## src/rtl/ro_sweep_ctrl_pkg.sv

```systemverilog
// Shared types and constants for the ring-oscillator sweep controller.
package ro_ctrl_pkg;

    typedef enum logic [2:0] {
        IDLE   = 3'd0,
        SCAN   = 3'd1,
        SETTLE = 3'd2,
        COUNT  = 3'd3,
        REPORT = 3'd4
    } state_t;

    localparam int DEF_N_RO       = 4;
    localparam int DEF_CNT_W      = 16;
    localparam int DEF_GATE_W     = 16;
    localparam int DEF_SETTLE_CYC = 8;
    // Two synchronizer flops plus the edge-detector delay must drain in SETTLE.
    localparam int MIN_SETTLE_CYC = 3;

    // Index width for an oscillator bank, never narrower than one bit.
    function automatic int idx_width(input int n);
        if (n > 1) begin
            return $clog2(n);
        end else begin
            return 1;
        end
    endfunction

endpackage

```

## src/rtl/ro_sweep_ctrl_if.sv

```systemverilog
// Control/readout bus of ro_sweep_ctrl. The result_ovf wire exists only
// when RO_OVF_FLAG_EN is defined.
interface ro_sweep_ctrl_if
    import ro_ctrl_pkg::*;
#(
    parameter int N_RO   = DEF_N_RO,
    parameter int CNT_W  = DEF_CNT_W,
    parameter int GATE_W = DEF_GATE_W,
    parameter int IDX_W  = idx_width(DEF_N_RO)
);
    logic              start;
    logic              abort;
    logic [N_RO-1:0]   ro_mask;
    logic [GATE_W-1:0] gate_len;
    logic              busy;
    logic              result_valid;
    logic [IDX_W-1:0]  result_idx;
    logic [CNT_W-1:0]  result_cnt;
    logic              done;
`ifdef RO_OVF_FLAG_EN
    logic              result_ovf;
`endif

    modport master (
        output start, abort, ro_mask, gate_len,
`ifdef RO_OVF_FLAG_EN
        input  result_ovf,
`endif
        input  busy, result_valid, result_idx, result_cnt, done
    );

    modport slave (
        input  start, abort, ro_mask, gate_len,
`ifdef RO_OVF_FLAG_EN
        output result_ovf,
`endif
        output busy, result_valid, result_idx, result_cnt, done
    );
endinterface

```

## src/rtl/ro_edge_sync.sv

```systemverilog
// Two-flop synchronizer for an asynchronous oscillator lane followed by a
// rising-edge detector producing a one-clk pulse per captured rising edge.
module ro_edge_sync (
    input  logic clk,
    input  logic rst_n,
    input  logic din,
    output logic edge_pulse
);
    logic [2:0] sync;

    // Shift the lane through two metastability flops and one history flop.
    always_ff @(posedge clk or negedge rst_n) begin
        if (!rst_n) begin
            sync <= 3'b000;
        end else begin
            sync <= {sync[1:0], din};
        end
    end

    assign edge_pulse = sync[1] & ~sync[2];
endmodule

```

## src/rtl/ro_sweep_ctrl.sv

```systemverilog
// Ring-oscillator sweep sequencer: activates one oscillator at a time,
// settles, counts edges over a gate window, reports one count per lane.
// Optional macro RO_OVF_FLAG_EN: saturating counter plus result_ovf flag.
module ro_sweep_ctrl
    import ro_ctrl_pkg::*;
#(
    parameter int N_RO       = DEF_N_RO,
    parameter int CNT_W      = DEF_CNT_W,
    parameter int GATE_W     = DEF_GATE_W,
    parameter int SETTLE_CYC = DEF_SETTLE_CYC
) (
    input  logic            clk,
    input  logic            rst_n,
    input  logic [N_RO-1:0] ro_in,
    output logic [N_RO-1:0] ro_activate,
    ro_sweep_ctrl_if.slave  bus
);
    localparam int IDX_W = idx_width(N_RO);
    // One extra bit so idx+1 past the last lane cannot alias lane 0.
    localparam int SCN_W = IDX_W + 1;
    localparam logic [GATE_W-1:0] SETTLE_LOAD =
        GATE_W'((SETTLE_CYC < MIN_SETTLE_CYC) ? MIN_SETTLE_CYC - 1 : SETTLE_CYC - 1);

    state_t            state, state_nxt;
    logic [N_RO-1:0]   mask, mask_nxt;
    logic [SCN_W-1:0]  idx, idx_nxt;
    logic [GATE_W-1:0] gate, gate_nxt, tmr, tmr_nxt;
    logic [CNT_W-1:0]  cnt, cnt_nxt;
    logic              found;
    logic [SCN_W-1:0]  found_idx;
    logic              lane, edge_s;
    logic [N_RO-1:0]   act_nxt, act_r;
    logic              busy_nxt, busy_r, rv_nxt, rv_r, done_nxt, done_r;
    logic [IDX_W-1:0]  ridx_nxt, ridx_r;
    logic [CNT_W-1:0]  rcnt_nxt, rcnt_r;
`ifdef RO_OVF_FLAG_EN
    logic              ovf, ovf_nxt, rovf_nxt, rovf_r;
`endif

    function automatic logic [N_RO-1:0] lane_sel(input logic [SCN_W-1:0] i);
        return N_RO'(1) << i;
    endfunction

    // Lowest remaining mask bit at or above the scan position.
    always_comb begin
        found     = 1'b0;
        found_idx = {SCN_W{1'b0}};
        for (int i = N_RO - 1; i >= 0; i--) begin
            if (mask[i] && (SCN_W'(i) >= idx)) begin
                found     = 1'b1;
                found_idx = SCN_W'(i);
            end else begin
                found     = found;
            end
        end
    end

    // Route the selected oscillator lane into the synchronizer.
    always_comb begin
        if (idx < SCN_W'(N_RO)) begin
            lane = ro_in[idx[IDX_W-1:0]];
        end else begin
            lane = 1'b0;
        end
    end

    ro_edge_sync u_edge_sync (
        .clk        (clk),
        .rst_n      (rst_n),
        .din        (lane),
        .edge_pulse (edge_s)
    );

    // State register.
    always_ff @(posedge clk or negedge rst_n) begin
        if (!rst_n) begin
            state <= IDLE;
        end else begin
            state <= state_nxt;
        end
    end

    // Next-state decision; abort overrides every transition.
    always_comb begin
        state_nxt = state;
        case (state)
            IDLE:    state_nxt = (bus.start && !bus.abort) ? SCAN : IDLE;
            SCAN:    state_nxt = found ? SETTLE : IDLE;
            SETTLE:  state_nxt = (tmr == {GATE_W{1'b0}}) ? COUNT : SETTLE;
            COUNT:   state_nxt = (tmr == {GATE_W{1'b0}}) ? REPORT : COUNT;
            REPORT:  state_nxt = SCAN;
            default: state_nxt = IDLE;
        endcase
        if (bus.abort) begin
            state_nxt = IDLE;
        end else begin
            state_nxt = state_nxt;
        end
    end

    // Datapath next values: mask/gate latch, scan index, window timer, counter.
    always_comb begin
        mask_nxt = mask;
        idx_nxt  = idx;
        gate_nxt = gate;
        tmr_nxt  = tmr;
        cnt_nxt  = cnt;
`ifdef RO_OVF_FLAG_EN
        ovf_nxt  = ovf;
`endif
        case (state)
            IDLE: begin
                if (bus.start && !bus.abort) begin
                    mask_nxt = bus.ro_mask;
                    gate_nxt = (bus.gate_len == {GATE_W{1'b0}}) ? GATE_W'(1) : bus.gate_len;
                    idx_nxt  = {SCN_W{1'b0}};
                end else begin
                    mask_nxt = mask;
                end
            end
            SCAN: begin
                if (found) begin
                    idx_nxt = found_idx;
                    tmr_nxt = SETTLE_LOAD;
                    cnt_nxt = {CNT_W{1'b0}};
`ifdef RO_OVF_FLAG_EN
                    ovf_nxt = 1'b0;
`endif
                end else begin
                    idx_nxt = idx;
                end
            end
            SETTLE: begin
                if (tmr == {GATE_W{1'b0}}) begin
                    tmr_nxt = gate - GATE_W'(1);
                end else begin
                    tmr_nxt = tmr - GATE_W'(1);
                end
            end
            COUNT: begin
                if (tmr != {GATE_W{1'b0}}) begin
                    tmr_nxt = tmr - GATE_W'(1);
                end else begin
                    tmr_nxt = tmr;
                end
                if (edge_s) begin
`ifdef RO_OVF_FLAG_EN
                    if (cnt == {CNT_W{1'b1}}) begin
                        ovf_nxt = 1'b1;
                    end else begin
                        cnt_nxt = cnt + CNT_W'(1);
                    end
`else
                    cnt_nxt = cnt + CNT_W'(1);
`endif
                end else begin
                    cnt_nxt = cnt;
                end
            end
            REPORT: begin
                mask_nxt = mask & ~lane_sel(idx);
                idx_nxt  = idx + SCN_W'(1);
            end
            default: begin
                mask_nxt = mask;
            end
        endcase
    end

    // Datapath registers.
    always_ff @(posedge clk or negedge rst_n) begin
        if (!rst_n) begin
            mask <= {N_RO{1'b0}};
            idx  <= {SCN_W{1'b0}};
            gate <= {GATE_W{1'b0}};
            tmr  <= {GATE_W{1'b0}};
            cnt  <= {CNT_W{1'b0}};
`ifdef RO_OVF_FLAG_EN
            ovf  <= 1'b0;
`endif
        end else begin
            mask <= mask_nxt;
            idx  <= idx_nxt;
            gate <= gate_nxt;
            tmr  <= tmr_nxt;
            cnt  <= cnt_nxt;
`ifdef RO_OVF_FLAG_EN
            ovf  <= ovf_nxt;
`endif
        end
    end

    // Output decode from the upcoming state so every output is a flop.
    always_comb begin
        busy_nxt = (state_nxt != IDLE);
        rv_nxt   = (state_nxt == REPORT);
        done_nxt = (state == SCAN) && (state_nxt == IDLE) && !bus.abort;
        if ((state_nxt == SETTLE) || (state_nxt == COUNT)) begin
            act_nxt = lane_sel(idx_nxt);
        end else begin
            act_nxt = {N_RO{1'b0}};
        end
        ridx_nxt = rv_nxt ? idx_nxt[IDX_W-1:0] : ridx_r;
        rcnt_nxt = rv_nxt ? cnt_nxt : rcnt_r;
`ifdef RO_OVF_FLAG_EN
        rovf_nxt = rv_nxt ? ovf_nxt : rovf_r;
`endif
    end

    // Output registers.
    always_ff @(posedge clk or negedge rst_n) begin
        if (!rst_n) begin
            act_r  <= {N_RO{1'b0}};
            busy_r <= 1'b0;
            rv_r   <= 1'b0;
            done_r <= 1'b0;
            ridx_r <= {IDX_W{1'b0}};
            rcnt_r <= {CNT_W{1'b0}};
`ifdef RO_OVF_FLAG_EN
            rovf_r <= 1'b0;
`endif
        end else begin
            act_r  <= act_nxt;
            busy_r <= busy_nxt;
            rv_r   <= rv_nxt;
            done_r <= done_nxt;
            ridx_r <= ridx_nxt;
            rcnt_r <= rcnt_nxt;
`ifdef RO_OVF_FLAG_EN
            rovf_r <= rovf_nxt;
`endif
        end
    end

    assign ro_activate      = act_r;
    assign bus.busy         = busy_r;
    assign bus.result_valid = rv_r;
    assign bus.done         = done_r;
    assign bus.result_idx   = ridx_r;
    assign bus.result_cnt   = rcnt_r;
`ifdef RO_OVF_FLAG_EN
    assign bus.result_ovf   = rovf_r;
`endif
endmodule

```

## src/flat_wrapper.sv

```systemverilog
// flat-port wrapper written by rule: the top's interface ports become plain ports
module ro_sweep_ctrl_flat import ro_ctrl_pkg::*;
#(
    parameter int N_RO       = DEF_N_RO,
    parameter int CNT_W      = DEF_CNT_W,
    parameter int GATE_W     = DEF_GATE_W,
    parameter int SETTLE_CYC = DEF_SETTLE_CYC
)
  (clk, rst_n, ro_in, ro_activate, bus_start, bus_abort, bus_ro_mask, bus_gate_len, bus_busy, bus_result_valid, bus_result_idx, bus_result_cnt, bus_done);
  ro_sweep_ctrl_if #(.N_RO(N_RO), .CNT_W(CNT_W), .GATE_W(GATE_W)) bus_i ();
  input  logic clk;
  input  logic rst_n;
  input  logic [N_RO-1:0] ro_in;
  output logic [N_RO-1:0] ro_activate;
  input wire logic [$bits(bus_i.start)-1:0] bus_start;
  input wire logic [$bits(bus_i.abort)-1:0] bus_abort;
  input wire logic [$bits(bus_i.ro_mask)-1:0] bus_ro_mask;
  input wire logic [$bits(bus_i.gate_len)-1:0] bus_gate_len;
  output wire logic [$bits(bus_i.busy)-1:0] bus_busy;
  output wire logic [$bits(bus_i.result_valid)-1:0] bus_result_valid;
  output wire logic [$bits(bus_i.result_idx)-1:0] bus_result_idx;
  output wire logic [$bits(bus_i.result_cnt)-1:0] bus_result_cnt;
  output wire logic [$bits(bus_i.done)-1:0] bus_done;
  assign bus_i.start = bus_start;
  assign bus_i.abort = bus_abort;
  assign bus_i.ro_mask = bus_ro_mask;
  assign bus_i.gate_len = bus_gate_len;
  assign bus_busy = bus_i.busy;
  assign bus_result_valid = bus_i.result_valid;
  assign bus_result_idx = bus_i.result_idx;
  assign bus_result_cnt = bus_i.result_cnt;
  assign bus_done = bus_i.done;
  ro_sweep_ctrl #(.N_RO(N_RO), .CNT_W(CNT_W), .GATE_W(GATE_W), .SETTLE_CYC(SETTLE_CYC)) u_core (.clk(clk), .rst_n(rst_n), .ro_in(ro_in), .ro_activate(ro_activate), .bus(bus_i));
endmodule
```

## config.mk

```make
export PLATFORM = sky130hd
export DESIGN_NAME = ro_sweep_ctrl_flat
export DESIGN_NICKNAME = d
export VERILOG_FILES = /design/src/rtl/ro_sweep_ctrl_pkg.sv /design/src/rtl/ro_sweep_ctrl_if.sv /design/src/rtl/ro_edge_sync.sv /design/src/rtl/ro_sweep_ctrl.sv /design/src/flat_wrapper.sv
export SDC_FILE = /design/constraint.sdc
export NUM_CORES = 1
export LEC_CHECK = 0
export CAP_MARGIN = 0
export CORE_ASPECT_RATIO = 0.7
export CORE_UTILIZATION = 60
export CTS_CLUSTER_SIZE = 8
export DETAILED_ROUTE_END_ITERATION = 16
export PLACE_DENSITY = 0.95
export SETUP_SLACK_MARGIN = 0.05
export SLEW_MARGIN = 20
export SYNTH_ARGS = -nofsm -noshare
export SYNTH_HDL_FRONTEND = slang
export SYNTH_SLANG_ARGS = --single-unit
```

## constraint.sdc

```tcl
create_clock -name clk -period 7.2 [get_ports clk]
set_input_delay 1.44 -clock clk [delete_from_list [all_inputs] [get_ports clk]]
set_output_delay 1.44 -clock clk [all_outputs]
set_load 0.1 [all_outputs]
```

Word level (Yosys, flattened, before mapping)
Index checks and enable logic that the tools add are counted.

Add/subtract/negate cells: 4. Equality and inequality tests: 10. Shifts and indexed selects: 2. Bitwise gates (word level): 4. $mul: 0. Multiplexer cells: 31. Reduce and logical (&&, ||, !) cells: 20. Magnitude comparators: 6. Div/mod/pow operators: 0.

Operator list (number): $mux W16 (6); $pmux W16 S3 (1); $logic_not A16 Y1 (2); $pmux W16 S2 (1); $sub A16 B1 Y16 const B (2); $mux W3 (7); $add A16 B1 Y16 const B (1); $reduce_bool A16 Y1 (1); $pmux W3 S5 (1); $eq A3 B2 Y1 const B (4); $pmux W3 S3 (1); $mux W1 (8); $mux W4 (2); $pmux W4 S2 (1); $shl A1 B3 Y4 const A (2); $logic_and A1 B1 Y1 (7); $eq A3 B3 Y1 const B (2); $ge A1 B3 Y1 const A (2); $ge A2 B3 Y1 const A (2); $logic_not A3 Y1 (2); $ne A2 B1 Y1 const B (3); $reduce_bool A3 Y1 (2); $and A4 B4 Y4 (1); $mux W2 (2); other kinds (13) (14).

Register bits after elaboration: 86. RAM bits: 0. ROM bits: 0. Latch bits: 0. Memories: 0. Logic and storage cells: 90. Bits of input ports: 28.

Logic depth before layout (Yosys ltp)
Gate-level depths: netlist of run 1.

Word-level depth: 12. Mapped depth: 12.

Cells and area by module
Synthesis of run 1 repeated with hierarchy kept, for this count alone.

Cells, all modules: 473. Area, all modules: 4598.2 um^2.

Modules (own cells, without submodules): ro_sweep_ctrl (area an instance 4509.3 um^2, times used 1, cells each 469); ro_edge_sync (area an instance 88.8 um^2, times used 1, cells each 4).

Worst setup path before layout of run 1
Ideal clock, no wire load.

Path type: input-to-reg. Start point: input port bus_start. End point: register u_core.gate[10]. Path buffers: 1. Arrival time: 2.859 ns. Cell stages on the path: 5. Setup slack: 4.216 ns. Path through: nor2b_1 -> nand2_1 -> nor2_1 -> clkbuf_1 -> mux2_2.

Cells in the longest elaborated chain, start to end: 2.

Ends and longest elaborated chain: start, declared (RTL line flat_wrapper.sv:15) `input wire logic [$bits(bus_i.start)-1:0] bus_start;`; $logic_and A1 B1 Y1 (RTL line ro_sweep_ctrl.sv:113) `if (bus.start && !bus.abort) begin`; $reduce_and A2 Y1 (no source line); end signal, assigned (RTL line ro_sweep_ctrl.sv:175) `gate <= {GATE_W{1'b0}};`; end signal, assigned (RTL line ro_sweep_ctrl.sv:184) `gate <= gate_nxt;`; end, declared (RTL line ro_sweep_ctrl.sv:27) `logic [GATE_W-1:0] gate, gate_nxt, tmr, tmr_nxt;`.

Every way passes these cells. A chain may end at the register's enable or synchronous reset.

Worst setup path after layout of run 1
Start point: register u_core.tmr[0]. End point: register u_core.busy_r, in the netlist u_core.bus.busy.

Cells in the longest elaborated chain, start to end: 5.

Ends and longest elaborated chain: start, declared (RTL line ro_sweep_ctrl.sv:27); start signal, assigned (RTL line ro_sweep_ctrl.sv:176) `tmr <= {GATE_W{1'b0}};`; start signal, assigned (RTL line ro_sweep_ctrl.sv:185) `tmr <= tmr_nxt;`; $logic_not A16 Y1 (RTL line ro_sweep_ctrl.sv:90) `COUNT: state_nxt = (tmr == {GATE_W{1'b0}}) ? REPORT : COUNT;`; $mux W3 (RTL line ro_sweep_ctrl.sv:90); $pmux W3 S5 (RTL line ro_sweep_ctrl.sv:86) `case (state)`; $mux W3 (RTL line ro_sweep_ctrl.sv:94) `if (bus.abort) begin`; named net u_core.state_nxt[1] (RTL line ro_sweep_ctrl.sv:24) `state_t state, state_nxt;`; $reduce_bool A3 Y1 (RTL line ro_sweep_ctrl.sv:195) `busy_nxt = (state_nxt != IDLE);`; named net u_core.busy_nxt (RTL line ro_sweep_ctrl.sv:33) `logic busy_nxt, busy_r, rv_nxt, rv_r, done_nxt, done_r;`; end signal, assigned (RTL line ro_sweep_ctrl.sv:224) `busy_r <= busy_nxt;`; end, declared (RTL line ro_sweep_ctrl.sv:33).

The timed path passes the listed nets, and every way through them passes these cells.

==> impl_metrics.csv, run 1 <==
group,metric,value,unit
layout,fill_cells,520,
cts,cts.path.max_buffers,2,
layout,fin_area,0.005336,sq mm
drt,route.detailed.drc,1,
worst_hold_path,holdPathStages,0,
timing,slew_headroom,28.61,%
global_route,track_usage,28.69,%
worst_setup_path,worst-endpoint-arrival,3800,ps
timing,fmax,0.2820,GHz
logic_synthesis,yosysUniqueCellTypes,61,
power,p_clk_share,27.5,%
logic_synthesis,synth_edf_count,0,
global_route,antenna_found_initial,0,
layout,final_common_cell,"dfrtp_1",
layout,fin_nets,551,
power,seqPwrFrac,47.5,%
global_route,grt_max_degree,87,
floorplan,row_count,26,
drt,firstDrtPassIters,11,
placement,io_buffers,52,
timing,hold_violations,0,
floorplan,floorplan.initialDensity,62.22,%
timing,maxSlewViolCount,0,
cts,cts_resized,0,
logic_synthesis,synth.ff_latch_count,86,
logic_synthesis,synth-seq-area-share,47.25,%
worst_setup_path,rr_worst_depth,8,
layout,final_util,72.91,%
placement,hpwl,7.404,mm
drt,wl,10.68,mm
timing,grt_setup_unrepaired,"no",
timing,min_period_over_period,49.25,%
drt,wl_per_cell,17.28,um
global_route,grt_pass1_vias,3627,
cts,htree_levels,3,
cts,cts-buffers-inserted,9,
layout,final_cell_mix,"dfrtp_1 (86), clkdlybuf4s50_1 (51), nand2_1 (40)",
run_status,status,"finished, violations left",
cts,postCtsHoldBufs,0,
placement,place_area,0.005122,sq mm
floorplan,die_w,106.1,um
worst_setup_path,critPathMaxStageDelay,890,ps
layout,drive_above_1_share,11.15,%
worst_setup_path,cp_top_family,"simple AND/OR/NAND/NOR gates",
drt,vias_per_cell,6.312,
timing,layout_min_cycle_time,3546,ps
worst_setup_path,crit_type,"reg -> reg",
worst_setup_path,cp_max_fo,16,
layout,diodes,0,
power,power.density,246.2,mW/mm^2
placement,pre_cts_slack,3584,ps
cts,cts.sink_count,86,
logic_synthesis,synthCells,467,
worst_setup_path,slowest_stage,"o21ai_1",
timing,tns,0,ps
logic_synthesis,yosys_warnings,0,
logic_synthesis,ys_dominant_reg_cell,"dfrtp_1",
floorplan,die-area,0.007949,sq mm
drt,ant_nets,0,
power,p_int,0.8424,mW
cts,post-cts-setup-buffers,0,
run,cap_violations,0,
logic_synthesis,post_synth.cell_area_avg,9.752,sq um
timing,setup_ws,3654,ps
placement,place_congestion,0.9170,
worst_setup_path,crit_buf_inv,1,
power,switching_share,35.89,%
drt,drtIter0Drc,424,
logic_synthesis,synth_async_sr_flop_share,100.0,%
run_status,failed_checks,"design-rule violations",
cts,worstSkewPairLatency,370,ps
layout,synthToLayoutAreaGrowth,17.17,%
worst_hold_path,min_path_type,"reg -> reg",
worst_setup_path,cp-end-kind,"flop",
floorplan,ios,53,
global_route,grt-ovfl-total,0,
cts,clk_pin_slew,90,ps
timing,finalSetupViolations,0,
worst_setup_path,cp.depth,8,
worst_setup_path,critical_path.cell_chain,"inv_1 > ha_1 > nor3b_1 > nand4_1 > o21ai_1 > and2_1 > nor2_1 > or3_1",
logic_synthesis,syn-num-nets,503,
worst_setup_path,start_kind,"flop",
logic_synthesis,netlist_area,0.004554,sq mm
power,irDropWorstVdd,0.1472,mV
cts,cts_tree,"done",
power,power.leakage,2.292,nW
timing,worst_pin_slew,1064,ps
power,p_comb_share,25.0,%
timing,clock_skew,11.47,ps
global_route,grt_pass1_wl,17.60,mm
floorplan,die-height,74.90,um
drt,num_vias,3901,
cts,root_buffer,"clkbuf_8",
floorplan,core_region_area,0.007320,sq mm
power,switchingPower,0.4717,mW
worst_setup_path,cp.required,7460,ps
==> cells by family (layout without fill, tap and decap cells) <==
kind of cell / count (synthesis) / in the layout / synth area share, %
AND/OR/NAND/NOR: 177 / 177 / 20.06
AO/OA/AOI/OAI: 120 / 120 / 17.17
flip-flops: 86 / 86 / 47.25
buffers and inverters: 35 / 88 / 3.489
multiplexers: 29 / 29 / 7.363
XOR/XNOR: 12 / 12 / 2.473
adder cells (fa/ha/maj): 8 / 8 / 2.198
==> layer usage <==
metal | routed length, um | up-vias | share of wire, % | track usage, %
met4 | 141 | 0 | 1.3 | 12.04
li1 | - | 1815 | - | -
met3 | 836 | 21 | 7.8 | 7.186
met2 | 4841 | 197 | 45 | 43.80
met5 | 0 | - | 0 | 0
met1 | 4858 | 1868 | 45 | 39.82
==> cell usage after synthesis (4+ instances only) <==
cell type / number / area (sq um)
a21o_1: 6 / 45.04
a31oi_1: 4 / 25.02
nor4_1: 10 / 62.56
o21ai_1: 4 / 20.02
mux2_2: 25 / 281.5
a21oi_1: 18 / 90.09
nor3_1: 17 / 85.08
nand3_1: 17 / 85.08
nand2b_1: 7 / 43.79
nor2_1: 40 / 150.1
and2_1: 5 / 31.28
clkbuf_1: 10 / 37.54
o31ai_1: 10 / 75.07
o21ai_0: 34 / 170.2
ha_1: 8 / 100.1
o2bb2ai_1: 6 / 52.55
nand2_1: 40 / 150.1
a22o_1: 6 / 52.55
a21boi_0: 6 / 45.04
nor2b_1: 5 / 31.28
or3_1: 6 / 37.54
nand4_1: 7 / 43.79
xor2_1: 8 / 70.07
a22oi_1: 7 / 52.55
dfrtp_1: 86 / 2152
or4_1: 5 / 37.54
inv_1: 16 / 60.06
==> power groups by stage <==
| stage | sequential, mW | clock, mW | combinational (mW) |
|---|---|---|---|
| 2_1_floorplan | 0.648 | 0 | 0.196 |
| 6_report | 0.624 | 0.362 | 0.328 |
| 4_1_cts | 0.621 | 0.366 | 0.325 |
| 5_1_grt | 0.633 | 0.386 | 0.360 |
| 3_5_place_dp | 0.629 | 0 | 0.322 |
| 3_3_place_gp | 0.623 | 0 | 0.310 |
==> worst paths after layout <==
| check | startpoint | endpoint | slack (ps) |
|---|---|---|---|
| setup reg to reg | u_core.tmr[0] | u_core.bus.busy | 3650 |
| setup / recovery | u_core.tmr[0] | u_core.bus.busy | 3650 |
| hold reg to reg | u_core.u_edge_sync.sync[0] | u_core.u_edge_sync.sync[1] | 370 |
| hold / removal | u_core.u_edge_sync.sync[0] | u_core.u_edge_sync.sync[1] | 370 |
| min in group asynchronous | rst_n | u_core.gate[2] | 1110 |
| max in group asynchronous | rst_n | u_core.gate[3] | 5560 |
==> final cells by class <==
class / instances / area [sq um] / share of cell area [%]
clock inverter: 7 / 86.33 / 1.618
tap: 98 / 122.6 / 2.298
multi-input combinational: 346 / 2246 / 42.09
inverter: 18 / 68.82 / 1.290
timing repair buffer: 54 / 536.8 / 10.06
clock buffer: 9 / 123.9 / 2.321
sequential: 86 / 2152 / 40.33
==> sequential cells by signal, summed over array words and instances, names as in the netlist <==
register                 flops
u_core.state                 3
u_core.bus.done              1
u_core.tmr                  16
u_core.bus.result_valid      1
u_core.u_edge_sync.sync      3
u_core.cnt                  16
u_core.bus.busy              1
u_core.idx                   3
u_core.gate                 16
u_core.bus.result_cnt       16
u_core.mask                  4
u_core.bus.result_idx        2
u_core.ro_activate           4
==> through the flow <==
stage	hold slack (ps)	total power [mW]	instances
detailed placement	335.7	0.9511	602
floorplan	331.2	0.8442	467
global placement	337.9	0.9335	602
CTS	366.9	1.312	618
finish	366.9	1.314	618
global route	386.4	1.380	618
Note: power is estimated with default switching activity, not from simulation.
==> inputs of run 2 (changes only) <==
Settings changed: CORE_UTILIZATION 60 to 51, PLACE_DENSITY 0.95 to 0.87.
Clock period 7.2 ns to 2.95 ns, I/O delays scaled along.
==> run 2 against run 1 <==
Against the previous run: the flow now finishes without violations; clock-buffer cell count up 3; combinational power rose to 2.5 times the previous value; utilization down 8.9 points; final cell count up 5.0%; first-iteration DRC count up 17%; critical path type unchanged; highest routed layer unchanged.
==> impl_metrics.csv, run 2 (same netlist as run 1, synthesis figures left out) <==
group,metric,value,unit
power,p_comb_share,23.9,%
drt,firstDrtPassIters,5,
layout,fill_cells,707,
cts,root_buffer,"clkbuf_16",
timing,setup_ws,301.0,ps
drt,wl,11.30,mm
layout,fin_nets,561,
cts,cts_resized,0,
floorplan,die-area,0.009318,sq mm
global_route,antenna_found_initial,0,
placement,io_buffers,52,
timing,finalSetupViolations,0,
power,p_int,2.355,mW
worst_setup_path,worst-endpoint-arrival,2870,ps
power,switching_share,32.59,%
layout,drive_above_1_share,17.01,%
layout,fin_cells,649,
power,p_clk_share,32.8,%
global_route,grt_pass1_vias,3721,
placement,pre_cts_slack,361.2,ps
cts,postCtsHoldBufs,0,
global_route,grt_pass1_wl,18.61,mm
cts,post-cts-setup-buffers,0,
floorplan,row_count,28,
drt,drtIter0Drc,494,
worst_hold_path,min_path_type,"in -> async",
drt,wl_per_cell,17.41,um
run,cap_violations,0,
cts,clk_pin_slew,60,ps
worst_setup_path,reg2reg_setup_slack,300,ps
floorplan,die_w,115.0,um
worst_setup_path,start_kind,"flop",
placement,hpwl,7.630,mm
floorplan,ios,53,
layout,final_cell_mix,"dfrtp_1 (86), nand2_1 (40), nor2_1 (40)",
power,power.density,638.4,mW/mm^2
run_status,status,"complete, no violations",
power,switchingPower,1.139,mW
timing,min_period_over_period,89.80,%
floorplan,core_region_area,0.008548,sq mm
global_route,grt_max_degree,87,
cts,htree_levels,3,
timing,clock_skew,5.166,ps
layout,final_common_cell,"dfrtp_1",
layout,diodes,0,
worst_setup_path,cp-end-kind,"flop",
placement,dp.cells,634,
worst_setup_path,crit_type,"reg -> reg",
power,irDropWorstVdd,0.4007,mV
timing,slew_headroom,49.23,%
global_route,track_usage,26.19,%
power,power.leakage,2.432,nW
cts,cts-buffers-inserted,9,
layout,synthToLayoutAreaGrowth,20.16,%
floorplan,die-height,81.07,um
power,seqPwrFrac,43.2,%
timing,grt_setup_unrepaired,"no",
floorplan,floorplan.initialDensity,53.28,%
drt,num_vias,3965,
cts,cts.sink_count,86,
cts,worstSkewPairLatency,340,ps
drt,route.detailed.drc,0,
cts,cts_tree,"done",
placement,place_congestion,0.9101,
global_route,grt-ovfl-total,0,
timing,maxSlewViolCount,0,
timing,worst_pin_slew,754.6,ps
worst_setup_path,cp.required,3170,ps
cts,cts.path.max_buffers,2,
drt,ant_nets,0,
worst_setup_path,cp_max_fo,11,
timing,tns,0,ps
timing,layout_min_cycle_time,2649,ps
timing,hold_violations,0,
power,power,3.494,mW
timing,fmax,0.3775,GHz
drt,vias_per_cell,6.109,
[run 2: final timing paths]
kind,cells past startpoint,endpoint,from
setup / recovery,8,u_core.bus.result_cnt[9],u_core.tmr[0]
hold / removal,2,u_core.tmr[5],rst_n
setup reg to reg,8,u_core.bus.result_cnt[9],u_core.tmr[0]
hold reg to reg,0,u_core.u_edge_sync.sync[1],u_core.u_edge_sync.sync[0]
max in group asynchronous,2,u_core.gate[4],rst_n
min in group clk,0,u_core.u_edge_sync.sync[1],u_core.u_edge_sync.sync[0]
[run 2: cell type report]
type	count	area, sq um	share of cell area (%)
clock buffer	12	256.5	4.687
multi-input combinational	346	2243	40.99
inverter	18	68.82	1.257
tap	120	150.1	2.743
clock inverter	3	43.79	0.8002
sequential	86	2152	39.32
timing repair buffer	64	558.0	10.20
[run 2: stage by stage]
step                      util (%)  hold WS [ps]  instance area [sq um]
after CTS                    64.02         308.4                   5473
after floorplan                  -         294.4                   4554
after global placement       60.51         338.0                   5172
after global routing         64.02         313.8                   5473
final                        64.02         253.1                   5473
after detailed placement     60.51         340.4                   5172
[run 2: power groups by stage]
stage	registers (mW)	clock network, mW	logic, mW
after floorplan	1.58	0	0.478
after global placement	1.51	0	0.785
after detailed placement	1.52	0	0.815
after CTS	1.50	1.16	0.827
after global routing	1.54	1.22	0.911
final	1.51	1.15	0.836
[run 2: critical path: stages (launching register included)]
cell and delay, ps:
dfrtp_1 400, inv_1 140, ha_1 240, nor3b_1 270
and4_1 380, nand2_2 140, or3_1 410, clkinv_2 190
mux2_2 360
[run 2: routing by layer]
metal | global-route usage, % | routed length [um] | vias up
met1 | 36.29 | 5109 | 1912
li1 | - | - | 1823
met4 | 7.792 | 160 | 0
met2 | 39.94 | 5087 | 209
met3 | 7.612 | 940 | 21
met5 | 0 | 0 | -
==> inputs of run 3 (changes only) <==
Settings changed: CTS_CLUSTER_SIZE 8 to not set, SETUP_SLACK_MARGIN 0.05 to 0.4.
==> run 3 against run 2 <==
Against the previous run: setup slack improved by 200 ps; largest cell class unchanged; clock-buffer cell count did not move; total power rose by 0.11%; critical endpoint is now u_core.tmr[9]; critical path depth fell by 2.
==> impl_metrics.csv, run 3 (same netlist as run 1, synthesis figures left out) <==
group,metric,value,unit
run_status,status,"complete, no violations",
drt,highest_layer,"met4",
drt,wl_met2,5.137,mm
timing,min_period_over_period,83.17,%
power,switchingPower,1.136,mW
drt,drtIter0Drc,498,
cts,cts.sink_count,86,
power,p_int,2.362,mW
worst_setup_path,cp_max_fo,6,
cts,root_buffer,"clkbuf_16",
run,cap_violations,0,
cts,worstSkewPairLatency,340,ps
floorplan,row_count,28,
timing,tns,0,ps
worst_setup_path,start_kind,"flop",
drt,vias_per_cell,6.061,
power,switching_share,32.48,%
floorplan,die-area,0.009318,sq mm
worst_setup_path,worst-endpoint-arrival,2660,ps
floorplan,die-height,81.07,um
cts,postCtsHoldBufs,0,
cts,cts.path.max_buffers,2,
floorplan,ios,53,
worst_setup_path,crit_buf_inv,0,
cts,htree_levels,3,
global_route,antenna_found_initial,0,
drt,ant_nets,0,
timing,setup_ws,496.4,ps
worst_hold_path,min_path_type,"in -> async",
layout,fill_cells,696,
drt,wl_per_cell,17.26,um
power,p_clk_share,32.6,%
worst_setup_path,critPathMaxStageDelay,580,ps
worst_setup_path,crit_path_frequent_cell,"or4_4",
drt,routed-wl-met3,866,um
power,power,3.498,mW
worst_setup_path,critical_path.cell_chain,"or4_4 > or3_1 > or4_4 > xnor2_2 > a21oi_1 > o21ai_1",
power,seqPwrFrac,43.1,%
worst_setup_path,cp-startpoint,"u_core.gate[0]",
placement,io_buffers,52,
drt,route.detailed.drc,0,
placement,place_congestion,0.9101,
global_route,grt_max_degree,87,
layout,fin_cells,655,
floorplan,floorplan.initialDensity,53.28,%
power,power.leakage,2.469,nW
global_route,track_usage,26.37,%
worst_setup_path,crit_type,"reg -> reg",
layout,final_common_cell,"dfrtp_1",
layout,synthToLayoutAreaGrowth,22.20,%
timing,grt_setup_unrepaired,"no",
cts,clk_pin_slew,60,ps
timing,clock_skew,4.864,ps
power,power.density,628.5,mW/mm^2
power,p_comb_share,24.2,%
placement,dp.cells,634,
global_route,grt_pass1_vias,3734,
placement,hpwl,7.630,mm
timing,maxSlewViolCount,0,
timing,slew_headroom,49.68,%
timing,layout_min_cycle_time,2454,ps
worst_setup_path,slowest_stage,"or4_4",
global_route,grt_pass1_wl,18.69,mm
drt,wl,11.30,mm
layout,fin_nets,567,
worst_setup_path,cp_top_family,"simple AND/OR/NAND/NOR gates",
floorplan,die_w,115.0,um
power,irDropWorstVdd,0.4005,mV
drt,firstDrtPassIters,5,
worst_setup_path,cp-end-kind,"flop",
timing,finalSetupViolations,0,
drt,num_vias,3970,
worst_setup_path,r2r-start,"u_core.gate[0]",
worst_setup_path,cp.required,3160,ps
floorplan,core_region_area,0.008548,sq mm
layout,final_cell_mix,"dfrtp_1 (85), buf_4 (42), nand2_1 (40), nor2_1 (40), o21ai_0 (34)",
global_route,grt-ovfl-total,0,
placement,pre_cts_slack,361.2,ps
layout,diodes,0,
timing,worst_pin_slew,747.9,ps
cts,cts-buffers-inserted,9,
layout,drive_above_1_share,19.44,%
timing,fmax,0.4076,GHz
timing,hold_violations,0,
drt,drt-met1-wl,5.148,mm
cts,cts_tree,"done",
==> run 3: final cells by class <==
cell class,instances,area (sq um),area share (%)
multi-input combinational,346,2273,40.85
inverter,18,72.57,1.304
tap,120,150.1,2.698
clock inverter,3,43.79,0.7869
timing repair buffer,70,615.6,11.06
clock buffer,12,256.5,4.609
sequential,86,2153,38.69
==> run 3: layer usage <==
layer  up-vias  global-route usage (%)
li1       1840                       -
met1      1921                   36.53
met2       187                   40.12
met3        22                   7.687
met4         0                   8.052
met5         -                       0
==> run 3: repair_timing <==
item                                    4_1_cts  5_1_grt
endpoints found under the setup margin       17       32
setup buffers                                 0        6
pin swaps                                     0        1
resized for setup                             2        9
cloned                                        0        0
==> run 3: power by group through the flow <==
stage               sequential (mW)  combinational (mW)  clock [mW]
floorplan                      1.58               0.478           0
global placement               1.51               0.785           0
detailed placement             1.52               0.815           0
CTS                            1.50               0.827        1.16
global route                   1.54               0.927        1.22
finish                         1.51               0.847        1.14
==> run 3: path summary, 6_finish.rpt <==
| path | endpoint | slack (ps) | cells after the start |
|---|---|---|---|
| worst max-delay path | u_core.tmr[9] | 500 | 6 |
| worst min-delay path | u_core.tmr[5] | 250 | 2 |
| worst max register to register | u_core.tmr[9] | 500 | 6 |
| worst min register to register | u_core.u_edge_sync.sync[1] | 360 | 0 |
| max in group asynchronous | u_core.state[0] | 2300 | 2 |
| min in group clk | u_core.u_edge_sync.sync[1] | 360 | 0 |
==> run 3: per-stage QoR <==
stage | utilization [%] | cell area (sq um) | hold WS, ps
2_1_floorplan | - | 4554 | 294.4
3_3_place_gp | 60.51 | 5172 | 338.0
3_5_place_dp | 60.51 | 5172 | 340.4
4_1_cts | 64.10 | 5479 | 308.4
5_1_grt | 65.11 | 5565 | 313.8
6_report | 65.11 | 5565 | 252.3
==> run 3: worst register-to-register path: cells and delay by family (launching register included) <==
family / cells / cell delay (ps)
and+or+nand+nor: 3 / 1470
AOI/OAI and AO/OA: 2 / 230
DFF: 1 / 460
xor gates and xnor gates: 1 / 160
